File: config.mk
export PLATFORM = sky130hd
export DESIGN_NAME = async_queue_sink_3
export DESIGN_NICKNAME = d
export VERILOG_FILES = /design/src/rtl/async_queue_sink_3.sv
export SDC_FILE = /design/constraint.sdc
export NUM_CORES = 1
export LEC_CHECK = 0
export CAP_MARGIN = 5
export CORE_UTILIZATION = 43
export CTS_CLUSTER_SIZE = 16
export DETAILED_ROUTE_END_ITERATION = 10
export PLACE_DENSITY = 0.81
export SLEW_MARGIN = 20
export SYNTH_ARGS = -nofsm -noshare
export SYNTH_HDL_FRONTEND = slang
export SYNTH_SLANG_ARGS = --single-unit
File: constraint.sdc
create_clock -name clock -period 1.25 [get_ports clock]
set_input_delay 0.1875 -clock clock [delete_from_list [all_inputs] [get_ports clock]]
set_output_delay 0.1875 -clock clock [all_outputs]
set_load 0.02 [all_outputs]
File: src/rtl/async_queue_sink_3.sv
// ============================================================================
// async_queue_sink_3
// Receive (dequeue) end of a single-entry asynchronous queue used for the
// debug-control clock crossing. Synchronizes the source's Gray write index and
// safe-reset handshake into `clock`, presents a ready/valid dequeue port and
// returns the read index plus sink-alive status to the source.
// Revision: 1.0 - initial release
// ============================================================================
`default_nettype none

// 3-stage asynchronous-reset synchronizer, resets to 0. Used both as the
// AsyncValidSync stages and as the write-index synchronizer.
module async_queue_sink_3_sync3 (
  input  logic clock,
  input  logic reset,
  input  logic d_i,
  output logic q_o
);

  logic [2:0] sync_q;

  // Shift the foreign-domain bit through three flops; clear asynchronously.
  always_ff @(posedge clock or posedge reset) begin
    if (reset) begin
      sync_q <= 3'b000;
    end else begin
      sync_q <= {sync_q[1:0], d_i};
    end
  end

  assign q_o = sync_q[2];

endmodule

module async_queue_sink_3 (
  input  logic       clock,
  input  logic       reset,
  input  logic       io_deq_ready,
  output logic       io_deq_valid,
  output logic       io_deq_bits_resumereq,
  output logic [9:0] io_deq_bits_hartsel,
  output logic       io_deq_bits_ackhavereset,
  output logic       io_deq_bits_hasel,
  output logic       io_deq_bits_hamask_0,
  output logic       io_deq_bits_hrmask_0,
  input  logic       io_async_mem_0_resumereq,
  input  logic [9:0] io_async_mem_0_hartsel,
  input  logic       io_async_mem_0_ackhavereset,
  input  logic       io_async_mem_0_hasel,
  input  logic       io_async_mem_0_hamask_0,
  input  logic       io_async_mem_0_hrmask_0,
  input  logic       io_async_widx,
  output logic       io_async_ridx,
  input  logic       io_async_safe_widx_valid,
  input  logic       io_async_safe_source_reset_n,
  output logic       io_async_safe_ridx_valid,
  output logic       io_async_safe_sink_reset_n
);

  // Reset for everything that must die with the source.
  logic source_rst;
  // Local reset: held while the source is not known to be alive.
  logic lrst;

  logic sink_extend_out;
  logic sink_ready;
  logic source_valid_0_out;
  logic widx_s;

  logic fire;
  logic ridx_nxt;
  logic valid;

  logic        ridx_bin_q;
  logic        ridx_bin_d;
  logic        valid_reg_q;
  logic        ridx_reg_q;
  logic [14:0] deq_bits_q;
  logic [14:0] deq_bits_d;

  assign source_rst = reset | ~io_async_safe_source_reset_n;
  assign lrst       = reset | ~sink_ready;

  // Source-alive detection: extend stage dies with the source, valid stage
  // only with the local reset.
  async_queue_sink_3_sync3 u_sink_extend (
    .clock (clock),
    .reset (source_rst),
    .d_i   (io_async_safe_widx_valid),
    .q_o   (sink_extend_out)
  );

  async_queue_sink_3_sync3 u_sink_valid (
    .clock (clock),
    .reset (reset),
    .d_i   (sink_extend_out),
    .q_o   (sink_ready)
  );

  // Sink-alive indication travelling back to the source.
  async_queue_sink_3_sync3 u_source_valid_0 (
    .clock (clock),
    .reset (source_rst),
    .d_i   (1'b1),
    .q_o   (source_valid_0_out)
  );

  async_queue_sink_3_sync3 u_source_valid_1 (
    .clock (clock),
    .reset (source_rst),
    .d_i   (source_valid_0_out),
    .q_o   (io_async_safe_ridx_valid)
  );

  // Write index brought into the sink domain.
  async_queue_sink_3_sync3 u_widx_sync (
    .clock (clock),
    .reset (lrst),
    .d_i   (io_async_widx),
    .q_o   (widx_s)
  );

  assign fire       = io_deq_valid & io_deq_ready;
  // With a depth of one, the 1-bit binary index is also its Gray code.
  assign ridx_nxt   = sink_ready ? (ridx_bin_q ^ fire) : 1'b0;
  assign ridx_bin_d = ridx_nxt;
  // Using the post-consume index keeps a just-fired entry from reappearing.
  assign valid      = sink_ready & (ridx_nxt != widx_s);

  assign deq_bits_d = {io_async_mem_0_resumereq, io_async_mem_0_hartsel,
                       io_async_mem_0_ackhavereset, io_async_mem_0_hasel,
                       io_async_mem_0_hamask_0, io_async_mem_0_hrmask_0};

  // Read pointer and registered handshake state, cleared while source is down.
  always_ff @(posedge clock or posedge lrst) begin
    if (lrst) begin
      ridx_bin_q  <= 1'b0;
      valid_reg_q <= 1'b0;
      ridx_reg_q  <= 1'b0;
    end else begin
      ridx_bin_q  <= ridx_bin_d;
      valid_reg_q <= valid;
      ridx_reg_q  <= ridx_nxt;
    end
  end

  // Payload capture: the slot is only sampled while it is known to be stable.
  always_ff @(posedge clock) begin
    if (valid) begin
      deq_bits_q <= deq_bits_d;
    end
  end

  assign io_deq_valid  = valid_reg_q & sink_ready;
  assign io_async_ridx = ridx_reg_q;

  assign io_deq_bits_resumereq    = deq_bits_q[14];
  assign io_deq_bits_hartsel      = deq_bits_q[13:4];
  assign io_deq_bits_ackhavereset = deq_bits_q[3];
  assign io_deq_bits_hasel        = deq_bits_q[2];
  assign io_deq_bits_hamask_0     = deq_bits_q[1];
  assign io_deq_bits_hrmask_0     = deq_bits_q[0];

  assign io_async_safe_sink_reset_n = ~reset;

endmodule

`default_nettype wire

After elaboration in Yosys (flattened, before gate mapping)
Cells that the tools add are included.
{ "word_totals": {"inputBits": 21, "output_inout_bits": 19, "ff_bits": 32, "word_cells": 19} }
{ "classes": {"mux": 1, "bitwise_logic": 9, "eq_ne": 1} }
{ "ops": {"columns": ["cell", "count"], "rows": [
  ["1-bit bitwise AND", 3],
  ["1-bit inverter", 3],
  ["1-bit OR", 2],
  ["1-bit 2-to-1 mux", 1],
  ["1-bit != test", 1],
  ["1-bit XOR", 1]
]} }

Depth between registers and ports, before layout
Gate-level depths: netlist of the first run.
{ "depth": {"word_depth": 6, "depth_mapped": 3, "ltp_nobuf": 3} }

Hierarchy
A second synthesis of the first run with hierarchy kept.
{ "hier_totals": {"cells_unflattened": 49, "area_unflattened_um2": 972.2} }
{ "modules_own_cells": {"columns": ["mod", "area_per_inst_um2", "cells_per_inst", "instances", "seq_area_each_um2"], "rows": [
  ["async_queue_sink_3", 578.1, 29, 1, 500.5],
  ["async_queue_sink_3_sync3", 78.8, 4, 5, 75.1]
]} }

Worst setup path before layout of the first run
OpenSTA, ideal clock, no wires.
{ "synth_timing": {"kind": "reg-to-reg", "from": "register io_async_ridx (netlist name)", "to": "register deq_bits_q[0] (enable)", "period_less_slack_ns": 2.012, "setup_ns": 0.395, "n_path_buf": 0, "arrival_ns": 1.617, "required_time_ns": 0.855, "stages_incl_launch_ff": 3, "path_slack_ns": -0.762, "path_cell_list": "dfrtp_1 -> xor2_1 -> mux2i_1"} }
{ "synth_rtl": {"columns": ["item", "line", "source"], "rows": [
  ["end signal: assignment", "150", "deq_bits_q <= deq_bits_d;"],
  ["end: declaration", "78", "logic [14:0] deq_bits_q;"]
]} }

Worst setup path in the final report of the first run
{ "layout_timing": {"from": "register valid_reg_q", "to": "register deq_bits_q[11] (enable)"} }
{ "layout_between": {"elab_chain_len": 6} }
{ "layout_rtl": {"columns": ["item", "line", "source"], "rows": [
  ["start: declaration", "76", "logic valid_reg_q;"],
  ["start signal: assignment", "142", "valid_reg_q <= valid;"],
  ["1-bit bitwise AND", "154", "assign io_deq_valid = valid_reg_q & sink_ready;"],
  ["1-bit bitwise AND", "123", "assign fire = io_deq_valid & io_deq_ready;"],
  ["1-bit XOR", "125", "assign ridx_nxt = sink_ready ? (ridx_bin_q ^ fire) : 1'b0;"],
  ["1-bit 2-to-1 mux", "125", null],
  ["1-bit != test", "128", "assign valid = sink_ready & (ridx_nxt != widx_s);"],
  ["1-bit bitwise AND", "128", null],
  ["net valid", "72", "logic valid;"]
]} }
The timed path passes the listed nets, and every way through them passes these cells.
A chain may end at the register's enable or synchronous reset.

==> run_results.csv, run 1 <==
group,metric,value,unit
logic_synthesis,ys.flop_type,"dfrtp_1",
placed_design,dp_hpwl,1.17,mm
power,p_switching,444,µW
sta,report.final.slew_viol_count,0,
power,powerDensity,1320,nW/µm²
floorplanning,io_pins,40,
logic_synthesis,synth.top_cell.area_share,0.478,
logic_synthesis,synth_seq_area_share,0.930,
sta,setup_ws,-0.169,ns
setup_path,cp_cell_sequence,"nand2_2 > xor2_4 > mux2i_4 > buf_12",
clocking,root_buffer,"clkbuf_4",
setup_path,path_max_fanout,16,
setup_path,r2r_start,"valid_reg_q$_DFF_PP0_",
clocking,insertion_delay,0.31,ns
placed_design,io_buffers,39,
clocking,clk_path_buf_depth,2,
sta,fin_worst_skew,0.00431,ns
logic_synthesis,synth_top_cell_by_area,"edfxtp_1",
setup_path,cpMaxStageDelayCell,"dfrtp_1",
route,first_pass_iters,4,
clocking,htreeDepth,2,
cells_and_area,drive_gt1_frac,0.227,
route,dr.first_iter.drc_count,4,
global_route,grt_use_total,0.168,
sta,period_minus_slack,1.42,ns
power,total_power,1980,µW
clocking,cts_sinks,32,
global_route,grt_start_max_net_pins,17,
route,routedWlPerCell,12.9,µm
logic_synthesis,syn_area,942,µm²
clocking,cts_buffers,5,
setup_path,end_kind,"flop",
sta,fmax,0.705,GHz
cells_and_area,area_growth,59.2,%
setup_path,crit_family,"flip-flops",
route,dr_total_vias,532,
run_status,status,"finished with violations",
logic_synthesis,synth-edff-count,15,
cells_and_area,n_antenna_cell,0,
floorplanning,core-area,2000,µm²
logic_synthesis,yosysWarnings,0,
logic_synthesis,yosys.cell_count.top_type,"dfrtp_1",
logic_synthesis,yosys-top-cells-count,"17 x dfrtp_1, 15 x edfxtp_1, 3 x nor2b_1, 2 x nand2_1",
floorplanning,die_w,48.8,µm
floorplanning,die_h,48.8,µm
route,final_antenna_net_count,0,
logic_synthesis,synth_cell_types,10,
setup_path,required,1.27,ns
placed_design,dpl_cell_area,1450,µm²
logic_synthesis,syn_avg_cell_area,21.9,µm²
sta,final.period_utilization,1.14,
floorplanning,initial_core_util,0.471,
global_route,antenna_found_initial,0,
power,vdd_drop_max,1.02,mV
logic_synthesis,synth_cells,43,
floorplanning,die-area,2380,µm²
clocking,clk_pin_slew,0.09,ns
sta,holdWs,0.172,ns
global_route,grt_pass1_wl,2.66,mm
setup_path,crit_start,"valid_reg_q$_DFF_PP0_",
route,drc,0,
job,maxCapViolCount,0,
power,clkPwrFrac,0.252,
clocking,tritoncts,"built",
logic_synthesis,ys_top_cells_by_area,"edfxtp_1 48%, dfrtp_1 45%, nor2b_1 2.0%",
setup_path,crit_arrival,1.44,ns
setup_path,worstSetupStartpointType,"flop",
cells_and_area,design_area,1500,µm²
global_route,grt_pass1_vias,596,
power,p_seq_frac,0.606,
logic_synthesis,synth_nets,64,
sta,fin_setup_tns,-2.46,ns
floorplanning,rows,16,
global_route,grt-ovfl-total,0,
cells_and_area,nNetsFinal,118,
route,post_drt_via_cell_ratio,4.29,
run_status,violations,"setup timing",
sta,hold_violations,0,
setup_path,cp_slowest_stage_delay,0.39,ns
power,internal_power,1540,µW
setup_path,crit_type,"flop to flop",
cells_and_area,num-fill-cells,132,
power,p_leak,0.000629,µW
placed_design,gp_congestion,0.621,
route,postRouteWirelength,1.60,mm
power,netSwitchingFraction,0.224,
power,combPwrFrac,0.141,
logic_synthesis,ys_seq_elements,32,
logic_synthesis,async_flop_share,0.531,
sta,grt_setup_unrepaired,"true",
setup_path,crit_buf_inv,1,
worst_hold_path,hold_path_class,"input port to async pin",
sta,setup_viol,15,
worst min-delay path: stages:
cell and delay, ns:
clkdlybuf4s50_1 0.42, inv_1 0.08, buf_4 0.12
placed cells by master (no fill, tap or decap), types with 2 or more instances in the layout:
master	count
buf_4	7
clkbuf_2	2
clkbuf_4	5
clkdlybuf4s15_1	7
clkdlybuf4s50_1	20
dfrtp_1	16
dlygate4sd2_1	9
edfxtp_1	15
nor2b_1	3
metal layers:
metal	vias to the layer above	wire, µm	global-route usage	share of wire
li1	249	-	-	-
met1	252	581	0.164	0.36
met2	23	867	0.269	0.54
met3	8	61	0.0654	0.038
met4	0	93	0.162	0.058
met5	-	0	0	0
layout make-up:
type / count / area, µm² / share of cell area
inverters: 1 / 3.75 / 0.00250
flip-flops and latches: 32 / 877 / 0.585
clock buffers: 6 / 41.3 / 0.0275
multi-input cells: 10 / 96.3 / 0.0642
clock inverters: 1 / 5.00 / 0.00334
well taps: 27 / 33.8 / 0.0225
repair buffers: 47 / 443 / 0.295
power by group through the flow:
stage | sequential (µW) | clock [µW] | combinational, µW
floorplan | 1270 | 0 | 56.9
global placement | 1220 | 0 | 289
detailed placement | 1220 | 0 | 294
CTS | 1200 | 531 | 279
global route | 1210 | 572 | 297
finish | 1200 | 500 | 280
state kept, by name, indices dropped and copies added, names as in the netlist:
| signal | flops |
|---|---|
| u_sink_extend.sync_q | 3 |
| io_async_ridx | 1 |
| u_widx_sync.sync_q | 3 |
| u_source_valid_0.sync_q | 3 |
| deq_bits_q | 15 |
| valid_reg_q | 1 |
| u_source_valid_1.sync_q | 3 |
| u_sink_valid.sync_q | 3 |
final timing paths:
path | depth (start not counted) | endpoint | slack, ns
setup / recovery | 4 | deq_bits_q[11]$_DFFE_PP_ | -0.17
hold / removal | 3 | u_sink_valid.sync_q[0]$_DFF_PP0_ | 0.17
setup reg to reg | 4 | deq_bits_q[11]$_DFFE_PP_ | -0.17
hold reg to reg | 0 | u_source_valid_1.sync_q[0]$_DFF_PP0_ | 0.35
max in group asynchronous | 3 | io_async_ridx$_DFF_PP0_ | 0.72
min in group clock | 1 | u_widx_sync.sync_q[0]$_DFF_PP0_ | 0.31
stage by stage:
stage | setup WS, ns | cells | utilization
CTS | -0.171 | 124 | 0.747
finish | -0.169 | 124 | 0.749
detailed placement | -0.490 | 116 | 0.726
global route | -0.233 | 124 | 0.749
global placement | -0.465 | 116 | 0.726
floorplan | -0.270 | 43 | -
kinds of logic (layout without fill, tap and decap cells):
kind of cell,Yosys count,after routing,share of synthesized area
other,1,1,0.00398
and+or+nand+nor,7,7,0.0425
buffers and inverters,1,55,0.00398
xor gates and xnor gates,1,1,0.00930
DFF,32,32,0.930
muxes,1,1,0.0106
timing repair:
action                                 CTS  global route
setup endpoints to repair               35            26
endpoints found under the hold margin    0             0
buffers inserted                         1             0
hold buffers                             0             0
gates resized for setup                 26            11
pin swaps                                1             0
(Power assumes the default switching activity.)
==> run 2, diff against run 1 <==
Settings changed: RECOVER_POWER set to 25, SETUP_SLACK_MARGIN set to 0.15, SLEW_MARGIN 20 to not set.
==> run 2 against run 1 <==
The run still ends with setup timing left; critical path type unchanged; non-clock buffer count grew 2; cell area shrank 2.6%; register-to-register slack lost 0.04 ns; die area stayed put; worst hold slack improved by 0.12 ns; cell count is 1.6% higher; clock power is essentially flat.
==> run_results.csv, run 2 (synthesis gave the netlist of run 1 again) <==
group,metric,value,unit
placed_design,io_buffers,39,
floorplanning,io_pins,40,
cells_and_area,regMostFlops,"deq_bits_q",
setup_path,crit_family,"flip-flops",
cells_and_area,largest_register_ffs,15,
power,powerDensity,1360,nW/µm²
clocking,cts_buffers,5,
route,first_pass_iters,4,
route,drc,0,
placed_design,dp_hpwl,1.17,mm
global_route,grt_start_max_net_pins,17,
sta,fmax,0.685,GHz
sta,setup_viol,15,
setup_path,cpMaxStageDelayCell,"dfrtp_1",
setup_path,cp_slowest_stage_delay,0.40,ns
setup_path,cp_cell_sequence,"nand2_2 > xor2_4 > mux2i_4 > buf_12",
global_route,grt_pass1_vias,600,
floorplanning,die_w,48.8,µm
floorplanning,die-area,2380,µm²
global_route,grt_pass1_wl,2.73,mm
global_route,grt-ovfl-total,0,
route,post_drt_via_cell_ratio,4.38,
power,p_seq_frac,0.604,
sta,final.period_utilization,1.17,
floorplanning,rows,16,
run_status,status,"finished with violations",
sta,grt_setup_unrepaired,"true",
setup_path,end_kind,"flop",
setup_path,path_max_fanout,16,
setup_path,required,1.27,ns
cells_and_area,n_antenna_cell,0,
floorplanning,initial_core_util,0.471,
power,p_switching,453,µW
clocking,cts_sinks,32,
placed_design,dp_slack,-0.490,ns
power,internal_power,1540,µW
power,vdd_drop_max,0.996,mV
job,maxCapViolCount,0,
clocking,htreeDepth,2,
route,final_antenna_net_count,0,
setup_path,worstSetupStartpointType,"flop",
floorplanning,core-area,2000,µm²
run_status,violations,"setup timing",
global_route,grt_use_total,0.172,
clocking,tritoncts,"built",
power,netSwitchingFraction,0.227,
sta,fin_worst_skew,0.00303,ns
sta,setup_ws,-0.209,ns
power,p_leak,0.000626,µW
power,total_power,1990,µW
setup_path,crit_buf_inv,1,
sta,report.final.slew_viol_count,0,
setup_path,crit_type,"flop to flop",
route,dr_total_vias,552,
cells_and_area,nNetsFinal,120,
global_route,antenna_found_initial,0,
power,combPwrFrac,0.147,
sta,period_minus_slack,1.46,ns
cells_and_area,area_growth,55.1,%
route,postRouteWirelength,1.82,mm
route,dr.first_iter.drc_count,8,
sta,fin_setup_tns,-3.06,ns
cells_and_area,mostFrequentLayoutCells,"16 x buf_2, 16 x dfrtp_1, 15 x edfxtp_1, 15 x clkdlybuf4s50_1, 7 x buf_4",
clocking,insertion_delay,0.31,ns
clocking,clk_path_buf_depth,2,
sta,hold_violations,0,
worst_hold_path,hold_path_class,"input port to async pin",
cells_and_area,drive_gt1_frac,0.404,
power,clkPwrFrac,0.250,
clocking,root_buffer,"clkbuf_4",
setup_path,crit_arrival,1.48,ns
floorplanning,die_h,48.8,µm
clocking,clk_pin_slew,0.08,ns
route,routedWlPerCell,14.4,µm
placed_design,gp_congestion,0.621,
[run 2: changes by cell type in the layout (fill, tap and decap cells not counted)]
cell / before / now
clkdlybuf4s50_1: 20 / 15
dlygate4sd3_1: 0 / 5
clkdlybuf4s15_1: 7 / 0
dlygate4sd2_1: 9 / 0
clkbuf_2: 2 / 0
buf_6: 1 / 4
nor2b_1: 3 / 2
buf_2: 0 / 16
clkbuf_1: 1 / 2
nor2b_2: 0 / 1
[run 2: path summary, 6_finish.rpt]
kind | start | end | slack [ns] | depth (start not counted)
min in group clock | u_source_valid_0.sync_q[2]$_DFF_PP0_ | u_source_valid_1.sync_q[0]$_DFF_PP0_ | 0.35 | 0
worst min register to register | u_source_valid_0.sync_q[2]$_DFF_PP0_ | u_source_valid_1.sync_q[0]$_DFF_PP0_ | 0.35 | 0
worst min-delay path | io_async_safe_source_reset_n | u_source_valid_1.sync_q[2]$_DFF_PP0_ | 0.29 | 3
worst max register to register | valid_reg_q$_DFF_PP0_ | deq_bits_q[11]$_DFFE_PP_ | -0.21 | 4
max in group asynchronous | reset | u_source_valid_0.sync_q[1]$_DFF_PP0_ | 0.59 | 4
worst max-delay path | valid_reg_q$_DFF_PP0_ | deq_bits_q[11]$_DFFE_PP_ | -0.21 | 4
[run 2: area by class of cell]
type                            instances  area, µm²
Sequential cell                        32        877
Inverter                                1       3.75
Fill cell                             130        541
Timing Repair Buffer                   49        402
Multi-Input combinational cell         10       98.8
Clock buffer                            6       41.3
Tap cell                               27       33.8
Clock inverter                          1       5.00
[run 2: power by group through the flow]
stage / Clock (µW) / Combinational (µW) / Sequential [µW]
CTS: 531 / 271 / 1200
detailed placement: 0 / 294 / 1220
finish: 497 / 292 / 1200
global route: 573 / 310 / 1210
global placement: 0 / 289 / 1220
floorplan: 0 / 56.9 / 1270
[run 2: metal layers]
metal | GRT usage | wire [µm]
met5 | 0 | 0
met4 | 0.162 | 94
met3 | 0.0654 | 61
met2 | 0.275 | 1040
met1 | 0.171 | 620
[run 2: timing repair]
action,in CTS,in global routing
pin swaps,1,0
endpoints found under the setup margin,35,20
resized for setup,80,6
buffers inserted,1,2
hold buffers,0,0
[run 2: through the flow]
step                      std cells   util  cell area (µm²)  hold WS [ns]
after global routing            126  0.730             1460         0.292
after detailed placement        116  0.726             1450         0.336
after global placement          116  0.726             1450         0.331
final                           126  0.730             1460         0.293
after floorplan                  43      -              963       0.00937
after CTS                       124  0.715             1430         0.154
[run 2: worst reg2reg max path, stage by stage, from the launching register on]
cell and delay, ns:
dfrtp_1 0.40, nand2_2 0.11, xor2_4 0.21, mux2i_4 0.28, buf_12 0.17
==> run 3, diff against run 2 <==
Settings changed: CORE_UTILIZATION 43 to 32, PLACE_DENSITY 0.81 to not set, SLEW_MARGIN set to 20.
==> run 3 against run 2 <==
The flow still finishes with violations (setup timing); sequential power is essentially flat; worst hold slack lost 0.016 ns; global-route usage shrank 5.8 points; via count shrank 3.3%; total power grew 9.4%; clock skew grew 0.0064 ns; clock-buffer cell count grew 1; critical path depth is the same; critical endpoint is now deq_bits_q[9]$_DFFE_PP_; largest cell class unchanged; largest power group unchanged; highest routed layer unchanged.
==> run_results.csv, run 3 (synthesis gave the netlist of run 1 again) <==
group,metric,value,unit
setup_path,cp_slowest_stage_delay,0.40,ns
clocking,clk_path_buf_depth,2,
sta,final.period_utilization,1.14,
sta,fin_worst_skew,0.00938,ns
route,routedWlPerCell,11.7,µm
clocking,htreeDepth,2,
power,powerDensity,1460,nW/µm²
setup_path,worstSetupStartpointType,"flop",
power,vdd_drop_max,1.20,mV
sta,fmax,0.701,GHz
sta,hold_violations,0,
sta,period_minus_slack,1.43,ns
floorplanning,rows,19,
worst_hold_path,hold_path_class,"input port to async pin",
global_route,grt-ovfl-total,0,
setup_path,cp_cell_sequence,"nand2_2 > xor2_4 > mux2i_4 > buf_12",
setup_path,required,1.29,ns
power,total_power,2180,µW
sta,setup_viol,15,
floorplanning,die-area,3170,µm²
clocking,cts_buffers,5,
setup_path,crit_family,"flip-flops",
cells_and_area,fin_cells,129,
setup_path,crit_buf_inv,1,
global_route,antenna_found_initial,0,
global_route,grt_pass1_wl,2.53,mm
floorplanning,die_h,56.3,µm
floorplanning,core-area,2780,µm²
setup_path,path_max_fanout,16,
setup_path,end_kind,"flop",
setup_path,crit_arrival,1.47,ns
power,p_leak,0.000636,µW
global_route,grt_use_total,0.114,
route,post_drt_via_cell_ratio,4.14,
floorplanning,die_w,56.3,µm
cells_and_area,nNetsFinal,118,
cells_and_area,regMostFlops,"deq_bits_q",
clocking,root_buffer,"clkbuf_4",
power,p_switching,471,µW
cells_and_area,largest_register_ffs,15,
power,netSwitchingFraction,0.216,
route,drc,0,
global_route,grt_pass1_vias,557,
setup_path,crit_start,"valid_reg_q$_DFF_PP0_",
setup_path,cpMaxStageDelayCell,"dfrtp_1",
power,combPwrFrac,0.124,
route,postRouteWirelength,1.51,mm
run_status,violations,"setup timing",
placed_design,io_buffers,39,
clocking,clk_pin_slew,0.09,ns
run_status,status,"finished with violations",
placed_design,dp.cells,120,
cells_and_area,n_antenna_cell,0,
cells_and_area,drive_gt1_frac,0.388,
power,clkPwrFrac,0.326,
clocking,cts_hold_buf,0,
clocking,tritoncts,"built",
sta,grt_setup_unrepaired,"true",
sta,report.final.slew_viol_count,0,
route,dr.first_iter.drc_count,11,
route,final_antenna_net_count,0,
placed_design,dp_hpwl,1.10,mm
cells_and_area,num-fill-cells,249,
clocking,cts_sinks,32,
power,p_seq_frac,0.550,
floorplanning,initial_core_util,0.339,
clocking,insertion_delay,0.32,ns
job,maxCapViolCount,0,
placed_design,gp_congestion,0.621,
placed_design,dp_slack,-0.493,ns
cells_and_area,mostFrequentLayoutCell,"dfrtp_1",
sta,holdWs,0.277,ns
route,dr_total_vias,534,
setup_path,crit_type,"flop to flop",
sta,fin_setup_tns,-2.62,ns
cells_and_area,mostFrequentLayoutCells,"16 x dfrtp_1, 15 x edfxtp_1, 14 x buf_2",
cells_and_area,area_growth,58.3,%
power,internal_power,1710,µW
global_route,grt_start_max_net_pins,17,
route,first_pass_iters,4,
sta,setup_ws,-0.177,ns
setup_path,r2r_start,"valid_reg_q$_DFF_PP0_",
floorplanning,io_pins,40,
run 3: cell types whose count changed in the layout (fill, tap and decap cells not counted):
cell | before | now
clkdlybuf4s50_1 | 15 | 11
dlygate4sd3_1 | 5 | 9
buf_2 | 16 | 14
buf_4 | 7 | 6
buf_6 | 4 | 5
clkbuf_1 | 2 | 1
clkbuf_16 | 0 | 1
clkbuf_8 | 0 | 1
clkinv_1 | 0 | 1
clkinv_2 | 1 | 0
nor2b_1 | 2 | 3
nor2b_2 | 1 | 0
run 3: per-layer routing:
layer	part of all wire	vias up	routed length, µm	global-route usage
met4	0.0080	0	12	0.0627
met5	0	-	0	0
met2	0.54	23	808	0.170
met1	0.36	257	541	0.131
met3	0.096	2	144	0.0622
li1	-	252	-	-
run 3: path summary, 6_finish.rpt:
path / to / slack [ns] / cells past startpoint
max: deq_bits_q[9]$_DFFE_PP_ / -0.18 / 4
min: u_sink_extend.sync_q[1]$_DFF_PP0_ / 0.28 / 3
max reg2reg: deq_bits_q[9]$_DFFE_PP_ / -0.18 / 4
min reg2reg: u_source_valid_0.sync_q[1]$_DFF_PP0_ / 0.35 / 0
max in group asynchronous: u_source_valid_1.sync_q[0]$_DFF_PP0_ / 0.61 / 4
min in group clock: u_source_valid_0.sync_q[1]$_DFF_PP0_ / 0.35 / 0
run 3: power groups by stage:
stage	logic, µW	clock network (µW)	registers (µW)
after global routing	288	792	1210
after CTS	261	746	1200
final	270	710	1200
after global placement	290	0	1220
after floorplan	56.9	0	1270
after detailed placement	295	0	1220
run 3: layout make-up:
type	instances	area, µm²	area share
Clock inverter	1	3.75	0.00252
Sequential cell	32	877	0.588
Tap cell	31	38.8	0.0260
Multi-Input combinational cell	10	96.3	0.0646
Clock buffer	7	76.3	0.0512
Timing Repair Buffer	47	395	0.265
Inverter	1	3.75	0.00252
run 3: repair_timing:
action / in CTS / in global routing
pin swaps: 0 / 1
resized for setup: 79 / 9
buffers inserted: 0 / 1
setup endpoints to repair: 35 / 21
run 3: stage by stage:
step	utilization	cell area (µm²)
2_1_floorplan	-	963
3_3_place_gp	0.524	1460
3_5_place_dp	0.524	1460
4_1_cts	0.522	1450
5_1_grt	0.536	1490
6_report	0.536	1490
run 3: worst min-delay path, stage by stage:
cell	delay, ns
clkdlybuf4s50_1	0.45
nor2b_1	0.13
buf_4	0.18
